$ cat src/rtl/mw_add_seq.sv
// Sequential multi-word adder around an external 16-bit adder, LS word first.
// Define MWADD_OVF_EN to add the registered signed-overflow output out_ovf.
module mw_add_seq #(
  parameter int MAXW = 4
) (
  input  logic        clk,
  input  logic        rst_n,
  input  logic        in_valid,
  output logic        in_ready,
  input  logic [15:0] in_a,
  input  logic [15:0] in_b,
  input  logic        in_first,
  input  logic        in_last,
  input  logic        in_cin,
  output logic [15:0] add_a,
  output logic [15:0] add_b,
  output logic        add_cin,
  input  logic [16:0] add_sum,
  input  logic        add_cout,
  output logic        out_valid,
  input  logic        out_ready,
  output logic [15:0] out_sum,
  output logic        out_last,
  output logic        out_cout,
`ifdef MWADD_OVF_EN
  output logic        out_ovf,
`endif
  output logic        err
);

  localparam int CW = $clog2(MAXW + 1);
  localparam logic [0:0] IDLE = 1'b0;
  localparam logic [0:0] MID  = 1'b1;

  logic [0:0]    state_q, state_d;
  logic [CW-1:0] cnt_q, cnt_d;
  logic          err_q, err_d;
  logic          carry_q;

  logic          op_valid_q, op_first_q, op_last_q, op_cin_q;
  logic [15:0]   op_a_q, op_b_q;

  logic          out_valid_q, out_last_q, out_cout_q;
  logic [15:0]   out_sum_q;

  logic          xfer, accept, idle, eff_first;
  logic          force_last, beat_last;
  logic [CW-1:0] wcnt;
  logic          unused_sum16;

  assign unused_sum16 = add_sum[16];

  always_comb begin
    xfer       = op_valid_q & (~out_valid_q | out_ready);
    in_ready   = ~op_valid_q | xfer;
    accept     = in_valid & in_ready;
    idle       = (state_q == IDLE);
    // A non-first word in IDLE is forced to start a new operand
    eff_first  = in_first | idle;
    wcnt       = eff_first ? CW'(1) : cnt_q + CW'(1);
    force_last = ~in_last & (wcnt == CW'(MAXW));
    beat_last  = in_last | force_last;
  end

  always_comb begin
    state_d = state_q;
    cnt_d   = cnt_q;
    err_d   = err_q;
    if (accept) begin
      state_d = beat_last ? IDLE : MID;
      cnt_d   = beat_last ? '0 : wcnt;
      if ((in_first != idle) | force_last)
        err_d = 1'b1;
    end
  end

  always_ff @(posedge clk or negedge rst_n) begin
    if (!rst_n) begin
      state_q <= IDLE;
      cnt_q   <= '0;
      err_q   <= 1'b0;
    end else begin
      state_q <= state_d;
      cnt_q   <= cnt_d;
      err_q   <= err_d;
    end
  end

  always_ff @(posedge clk or negedge rst_n) begin
    if (!rst_n) begin
      op_valid_q <= 1'b0;
      op_a_q     <= '0;
      op_b_q     <= '0;
      op_first_q <= 1'b0;
      op_last_q  <= 1'b0;
      op_cin_q   <= 1'b0;
    end else if (accept) begin
      op_valid_q <= 1'b1;
      op_a_q     <= in_a;
      op_b_q     <= in_b;
      op_first_q <= eff_first;
      op_last_q  <= beat_last;
      op_cin_q   <= in_first & in_cin;
    end else if (xfer) begin
      op_valid_q <= 1'b0;
    end
  end

  assign add_a   = op_a_q;
  assign add_b   = op_b_q;
  assign add_cin = op_first_q ? op_cin_q : carry_q;

  always_ff @(posedge clk or negedge rst_n) begin
    if (!rst_n) begin
      out_valid_q <= 1'b0;
      out_sum_q   <= '0;
      out_last_q  <= 1'b0;
      out_cout_q  <= 1'b0;
      carry_q     <= 1'b0;
    end else if (xfer) begin
      out_valid_q <= 1'b1;
      out_sum_q   <= add_sum[15:0];
      out_last_q  <= op_last_q;
      out_cout_q  <= add_cout;
      carry_q     <= add_cout;
    end else if (out_ready) begin
      out_valid_q <= 1'b0;
    end
  end

`ifdef MWADD_OVF_EN
  logic ovf_q;

  always_ff @(posedge clk or negedge rst_n) begin
    if (!rst_n)
      ovf_q <= 1'b0;
    else if (xfer)
      ovf_q <= op_last_q & (op_a_q[15] == op_b_q[15])
             & (add_sum[15] != op_a_q[15]);
  end

  assign out_ovf = ovf_q;
`endif

  assign out_valid = out_valid_q;
  assign out_sum   = out_sum_q;
  assign out_last  = out_last_q;
  assign out_cout  = out_cout_q;
  assign err       = err_q;

endmodule

$ cat config.mk
export PLATFORM = sky130hd
export DESIGN_NAME = mw_add_seq
export DESIGN_NICKNAME = d
export VERILOG_FILES = /design/src/rtl/mw_add_seq.sv
export SDC_FILE = /design/constraint.sdc
export NUM_CORES = 1
export LEC_CHECK = 0
export CORE_UTILIZATION = 37
export DETAILED_ROUTE_END_ITERATION = 10
export GPL_TIMING_DRIVEN = 0
export PLACE_DENSITY = 0.85
export SYNTH_ARGS = -nofsm -noshare
export SYNTH_HDL_FRONTEND = slang
export SYNTH_SLANG_ARGS = --single-unit
$ cat constraint.sdc
create_clock -name clk -period 1.57 [get_ports clk]
set_clock_uncertainty 0.05 [all_clocks]
set_input_delay 0.3925 -clock clk [delete_from_list [all_inputs] [get_ports clk]]
set_output_delay 0.3925 -clock clk [all_outputs]
set_load 0.02 [all_outputs]
==> impl_metrics.toml, run 1 <==
[outcome]
outcome = "finished with violations"
failing_checks = "negative setup slack"

[flow_run]
max_cap_viol_count = 0

[die]
die_h_um = 82.4
coreArea_um2 = 6100
boundaryPins = 111
placementRows = 28
die_area_um2 = 6790
starting_density_of_the_core = 0.393
chipWidth_um = 82.4

[synth]
share_of_the_yosys_chip_area_belonging_to_registers = 0.627
synth.avg_cell_area_um2 = 16.3
yosysWarningCount = 0
synthesis.instances = 147
yosys_register_bits = 60
synth_ff_type = "sky130_fd_sc_hd__dfrtp_1"
nets_in_the_synthesized_netlist = 206
synth.distinct_cells = 30
synth_edf_count = 0
synth.cell_area_um2 = 2390
synth-async-reset-ratio = 1.00

[global_routing]
grt_usage = 0.163
initial_antenna_violation_count = 0
via_count_of_the_first_global_routing_pass = 1777
grt_start_max_net_pins = 35
wire_length_of_the_first_global_routing_pass_um = 7880
grt_overflow_total = 0

[timing]
setup_total_negative_slack_ns = -0.0200
rsz_0062_raised_after_global_routing = "true"
tightestPinTransition_ns = 0.625
timing.final.hold_violations = 0
max-slew-margin-rel = 0.583
max_freq_mhz = 629
setup_ws_ns = -0.0200
timing.final.max_slew_violations = 0
report.final.setup_viol = 1
timing.final.crit_share = 1.01
final.min_clock_period_ns = 1.59

[finish]
final_layout_size_suffix_gt1_frac = 0.331
layout.cells.most_common = "sky130_fd_sc_hd__dfrtp_1"
finalInstanceArea_um2 = 3850
final_nets = 335
layout.cells.most_common_list = "sky130_fd_sc_hd__dfrtp_1 (58), sky130_fd_sc_hd__dlygate4sd2_1 (52), sky130_fd_sc_hd__clkdlybuf4s50_1 (51)"
postLayoutCoreUtil = 0.632
antenna_cell_count = 0
syn_to_final_growth_pct = 61.0

[clocking]
root_buffer_cell = "sky130_fd_sc_hd__clkbuf_8"
numCtsBuffers = 9
cts_tree = "built"
clock_sinks = 60
maximum_buffer_depth_of_the_clock_tree = 2
clk_latency_worst_skew_pair_ns = 0.33
clock_pin_slew_reported_for_the_worst_setup_and_hold_paths_after_clock_tree_synthesis_ns = 0.06
cts_htree_levels = 3

[worst_setup_path]
worstSetupEndpointType = "primary output"
crit_path_max_incr_delay_ns = 0.39
worstPathCellList = "mux2_4 > buf_6"
worstPathBufferInverterCount = 1
critical-path-top-delay-family = "flip-flops"
timing_worst_setup_path_type = "reg -> out"
cp-start-kind = "flip-flop"
timing.critical_path.arrival_ns = 1.15
cpMaxStageDelayCell = "sky130_fd_sc_hd__dfrtp_1"
cp_data_required_time_ns = 1.13
critical_path_peak_fanout = 2

[pwr]
power_density_nw_per_um2 = 1120
largest_vdd_supply_drop_mv = 0.795
leakage_uw = 0.00176

[detailed_routing]
drc = 0
first_pass_iters = 4
drt_wl_total_um = 5270
dr_iter_0_viols = 40
antenna_viol_nets_final = 0
avgRoutedWirePerCell_um = 14.8
vias = 1681
routed_via_density = 4.72

[placement]
place_congestion = 0.699
place.port_buffers = 109
place_area_um2 = 3590
total_half_perimeter_wirelength_after_legalization_and_detailed_placement_um = 3620

[min_path]
worst_hold_class = "in -> async"
-- cell usage after synthesis (2+ instances only) --
cell / number / share of area
sky130_fd_sc_hd__dfrtp_1: 60 / 0.63
sky130_fd_sc_hd__inv_1: 4 / 0.0063
sky130_fd_sc_hd__ha_1: 2 / 0.010
sky130_fd_sc_hd__nand2b_1: 3 / 0.0078
sky130_fd_sc_hd__buf_4: 3 / 0.0094
sky130_fd_sc_hd__mux2_4: 4 / 0.025
sky130_fd_sc_hd__mux2_2: 48 / 0.23
-- sequential cells by signal, summed over array words and instances, names as in the netlist --
register    count
cnt_q           3
add_a          16
op_last_q       1
err             1
out_cout        1
op_first_q      1
out_valid       1
out_sum        16
add_b          16
op_valid_q      1
op_cin_q        1
out_last        1
state_q         1
-- metal layers --
metal / vias to the layer above / global-route usage / part of all wire / wire [µm]
met3: 9 / 0.0901 / 0.12 / 631
met2: 87 / 0.253 / 0.47 / 2490
li1: 780 / - / - / -
met1: 805 / 0.180 / 0.39 / 2060
met5: - / 0 / 0 / 0
met4: 0 / 0.0789 / 0.015 / 78
-- final timing paths --
check                      cells after the start        from           to  slack (ns)
max                                            2  op_first_q      add_cin       -0.02
min                                            1       rst_n  out_sum[15]        0.03
max reg2reg                                    4    cnt_q[0]     cnt_q[2]        0.03
min reg2reg                                    1  out_sum[9]   out_sum[9]        0.45
max in group asynchronous                      2       rst_n   out_sum[9]        0.84
min in group clk                               3    in_first     op_cin_q        0.42
-- timing repair --
action	CTS	global route
endpoints found under the setup margin	70	39
hold buffers	0	0
endpoints found under the hold margin	0	0
resized for setup	69	12
buffers inserted	8	2
pin swaps	1	3
-- metrics by stage --
stage | power (µW) | setup WS [ns] | std cells | hold slack [ns]
CTS | 4360 | -0.0398 | 355 | 0.0434
floorplan | 2510 | 0.0282 | 147 | 0.0469
global route | 4570 | -0.0751 | 356 | 0.0661
detailed placement | 3180 | -0.560 | 332 | 0.402
global placement | 3150 | -1.85 | 331 | 0.410
finish | 4330 | -0.0200 | 356 | 0.0269
-- kinds of logic (layout without fill, tap and decap cells) --
kind of cell / count (synthesis) / after routing / synth area share
AND/OR/NAND/NOR: 11 / 11 / 0.0366
multiplexers: 53 / 53 / 0.255
XOR/XNOR: 1 / 1 / 0.00366
AO/OA/AOI/OAI: 11 / 11 / 0.0382
flip-flops: 60 / 60 / 0.627
buffers and inverters: 9 / 143 / 0.0287
adder cells (fa/ha/maj): 2 / 2 / 0.0105
-- area by class of cell --
| cell class | count | area (µm²) |
|---|---|---|
| Multi-Input combinational cell | 78 | 867 |
| Timing Repair Buffer | 119 | 1140 |
| Clock buffer | 15 | 176 |
| Tap cell | 75 | 93.8 |
| Buffer | 4 | 53.8 |
| Inverter | 4 | 15.0 |
| Fill cell | 498 | 2240 |
| Clock inverter | 1 | 5.00 |
| Sequential cell | 60 | 1500 |
-- where the power goes --
group	total, µW	internal (µW)	switching [µW]
Combinational	1170	616	555
Sequential	1890	1770	116
Clock	1270	703	568
(Power assumes the default switching activity.)
==> run 2, diff against run 1 <==
- RECOVER_POWER: not set -> 25
==> run 2 against run 1 <==
  * The run still ends with negative setup slack left
  * Sequential cell count stayed put
  * Clock power hardly changed
  * Sequential share of layout area is 0.13 points higher
  * Worst hold slack better by 0.0059 ns
  * Fmax hardly changed
  * Via count is 0.36% higher
  * Count of clock-buffer cells in the layout stayed put
  * Core utilization is 0.21 points lower
  * Largest cell class unchanged
==> impl_metrics.toml, run 2 (synthesized netlist as in run 1, its figures left out) <==
[outcome]
outcome = "finished with violations"
failing_checks = "negative setup slack"

[finish]
antenna_cell_count = 0
syn_to_final_growth_pct = 60.5
post_layout_nonfiller_instances = 356
final_layout_size_suffix_gt1_frac = 0.331
layout.area.seq_um2 = 1500
layout.cells.most_common = "sky130_fd_sc_hd__dfrtp_1"
postLayoutCoreUtil = 0.630
layout.cells.most_common_list = "sky130_fd_sc_hd__dfrtp_1 (58), sky130_fd_sc_hd__dlygate4sd2_1 (52), sky130_fd_sc_hd__clkdlybuf4s50_1 (51)"
final_nets = 335
multi_input_comb_area_um2 = 867
n_fill_cell = 500

[worst_setup_path]
cpMaxStageDelayCell = "sky130_fd_sc_hd__dfrtp_1"
r2r.worst_path.cells = 4
cp_data_required_time_ns = 1.13
r2r-start = "cnt_q[0]"
capture_point_of_the_critical_path = "add_cin"
worstSetupEndpointType = "primary output"
crit_path_max_incr_delay_ns = 0.39
crit_path_start = "op_first_q"
cp-start-kind = "flip-flop"
critical_path_peak_fanout = 2
r2r-end = "cnt_q[2]"
worstPathCellList = "mux2_4 > buf_6"
rrSetupSlack_ns = 0.03
timing.critical_path.arrival_ns = 1.15
critical-path-top-delay-family = "flip-flops"
timing_worst_setup_path_type = "reg -> out"
worstPathBufferInverterCount = 1
cp.depth = 2

[detailed_routing]
routed_via_density = 4.74
drc = 0
vias = 1687
dr_iter_0_viols = 40
first_pass_iters = 4
drt_wl_total_um = 5250
antenna_viol_nets_final = 0
avgRoutedWirePerCell_um = 14.7

[clocking]
root_buffer_cell = "sky130_fd_sc_hd__clkbuf_8"
maximum_buffer_depth_of_the_clock_tree = 2
cts_htree_levels = 3
numCtsBuffers = 9
clock_sinks = 60
clk_latency_worst_skew_pair_ns = 0.33
clock_pin_slew_reported_for_the_worst_setup_and_hold_paths_after_clock_tree_synthesis_ns = 0.06
cts_tree = "built"
post_cts_hold_buffer_count = 0

[timing]
timing.final.hold_violations = 0
tightestPinTransition_ns = 0.662
report.final.setup_viol = 1
final.min_clock_period_ns = 1.59
setup_ws_ns = -0.0202
rsz_0062_raised_after_global_routing = "true"
timing.final.crit_share = 1.01
max-slew-margin-rel = 0.559
timing.final.max_slew_violations = 0
max_freq_mhz = 629

[pwr]
power_density_nw_per_um2 = 1130
largest_vdd_supply_drop_mv = 0.795
leakage_uw = 0.00176

[placement]
total_half_perimeter_wirelength_after_legalization_and_detailed_placement_um = 3620
place.port_buffers = 109
dp.cells = 332
place_congestion = 0.699

[die]
coreArea_um2 = 6100
chipWidth_um = 82.4
placementRows = 28
die_area_um2 = 6790
die_h_um = 82.4
boundaryPins = 111
starting_density_of_the_core = 0.393

[global_routing]
grt_use_met3 = 0.0901
top_usage_layer = "met2"
grt_overflow_total = 0
grt_start_max_net_pins = 35
via_count_of_the_first_global_routing_pass = 1777
initial_antenna_violation_count = 0
grt_usage = 0.163
grt_use_met1 = 0.180
wire_length_of_the_first_global_routing_pass_um = 7880
grt_use_met2 = 0.253

[min_path]
worst_hold_class = "in -> async"

[flow_run]
max_cap_viol_count = 0
-- run 2: cell count changes in the layout (fill, tap and decap cells not counted) --
cell                       before  now
sky130_fd_sc_hd__buf_12         4    3
sky130_fd_sc_hd__buf_2          2    1
sky130_fd_sc_hd__clkbuf_2       0    1
sky130_fd_sc_hd__clkbuf_4       0    1
-- run 2: final cells by class --
type / instances / area share
Sequential cell: 60 / 0.392
Timing Repair Buffer: 119 / 0.293
Multi-Input combinational cell: 78 / 0.226
Clock buffer: 15 / 0.0459
Tap cell: 75 / 0.0244
Buffer: 4 / 0.0140
Inverter: 4 / 0.00391
Clock inverter: 1 / 0.00130
-- run 2: where the power goes --
part | internal, µW | switching (µW)
Sequential | 1770 | 116
Clock | 703 | 569
Combinational | 613 | 554
Total | 3090 | 1240
-- run 2: repair_timing --
item,CTS,global route
endpoints found under the setup margin,70,39
gates resized for setup,69,12
pin swaps,1,3
gates cloned,0,0
setup buffers,8,2
-- run 2: how the worst min path moves through the flow --
stage	startpoint	to	cells past startpoint
2_1_floorplan	rst_n	add_a[0]	0
6_report	rst_n	out_sum[15]	1
5_1_grt	rst_n	out_sum[3]	1
3_5_place_dp	rst_n	out_sum[3]	1
3_3_place_gp	err	err	2
4_1_cts	rst_n	out_sum[15]	1
-- run 2: stage by stage --
stage	total power [µW]	setup WS, ns	area (µm²)	TNS (ns)	hold WS, ns
2_1_floorplan	2510	0.0282	2390	0	0.0469
3_3_place_gp	3150	-1.85	3580	-127.69	0.410
3_5_place_dp	3180	-0.560	3590	-18.34	0.402
4_1_cts	4360	-0.0398	3810	-0.0655	0.0434
5_1_grt	4560	-0.0751	3840	-0.0837	0.0799
6_report	4330	-0.0202	3840	-0.0202	0.0327
-- run 2: layer usage --
metal  routed length (µm)  vias up
met5                    0        -
met4                   78        0
met3                  631        9
met2                 2520       87
met1                 2020      811
li1                     -      780
-- run 2: worst register-to-register path, delay by kind of cell (launching register included) --
kind	cells	cell delay (ns)
flops	1	0.44
simple gates	1	0.34
compound gates	1	0.27
fa+ha+maj	1	0.18
xor+xnor	1	0.14
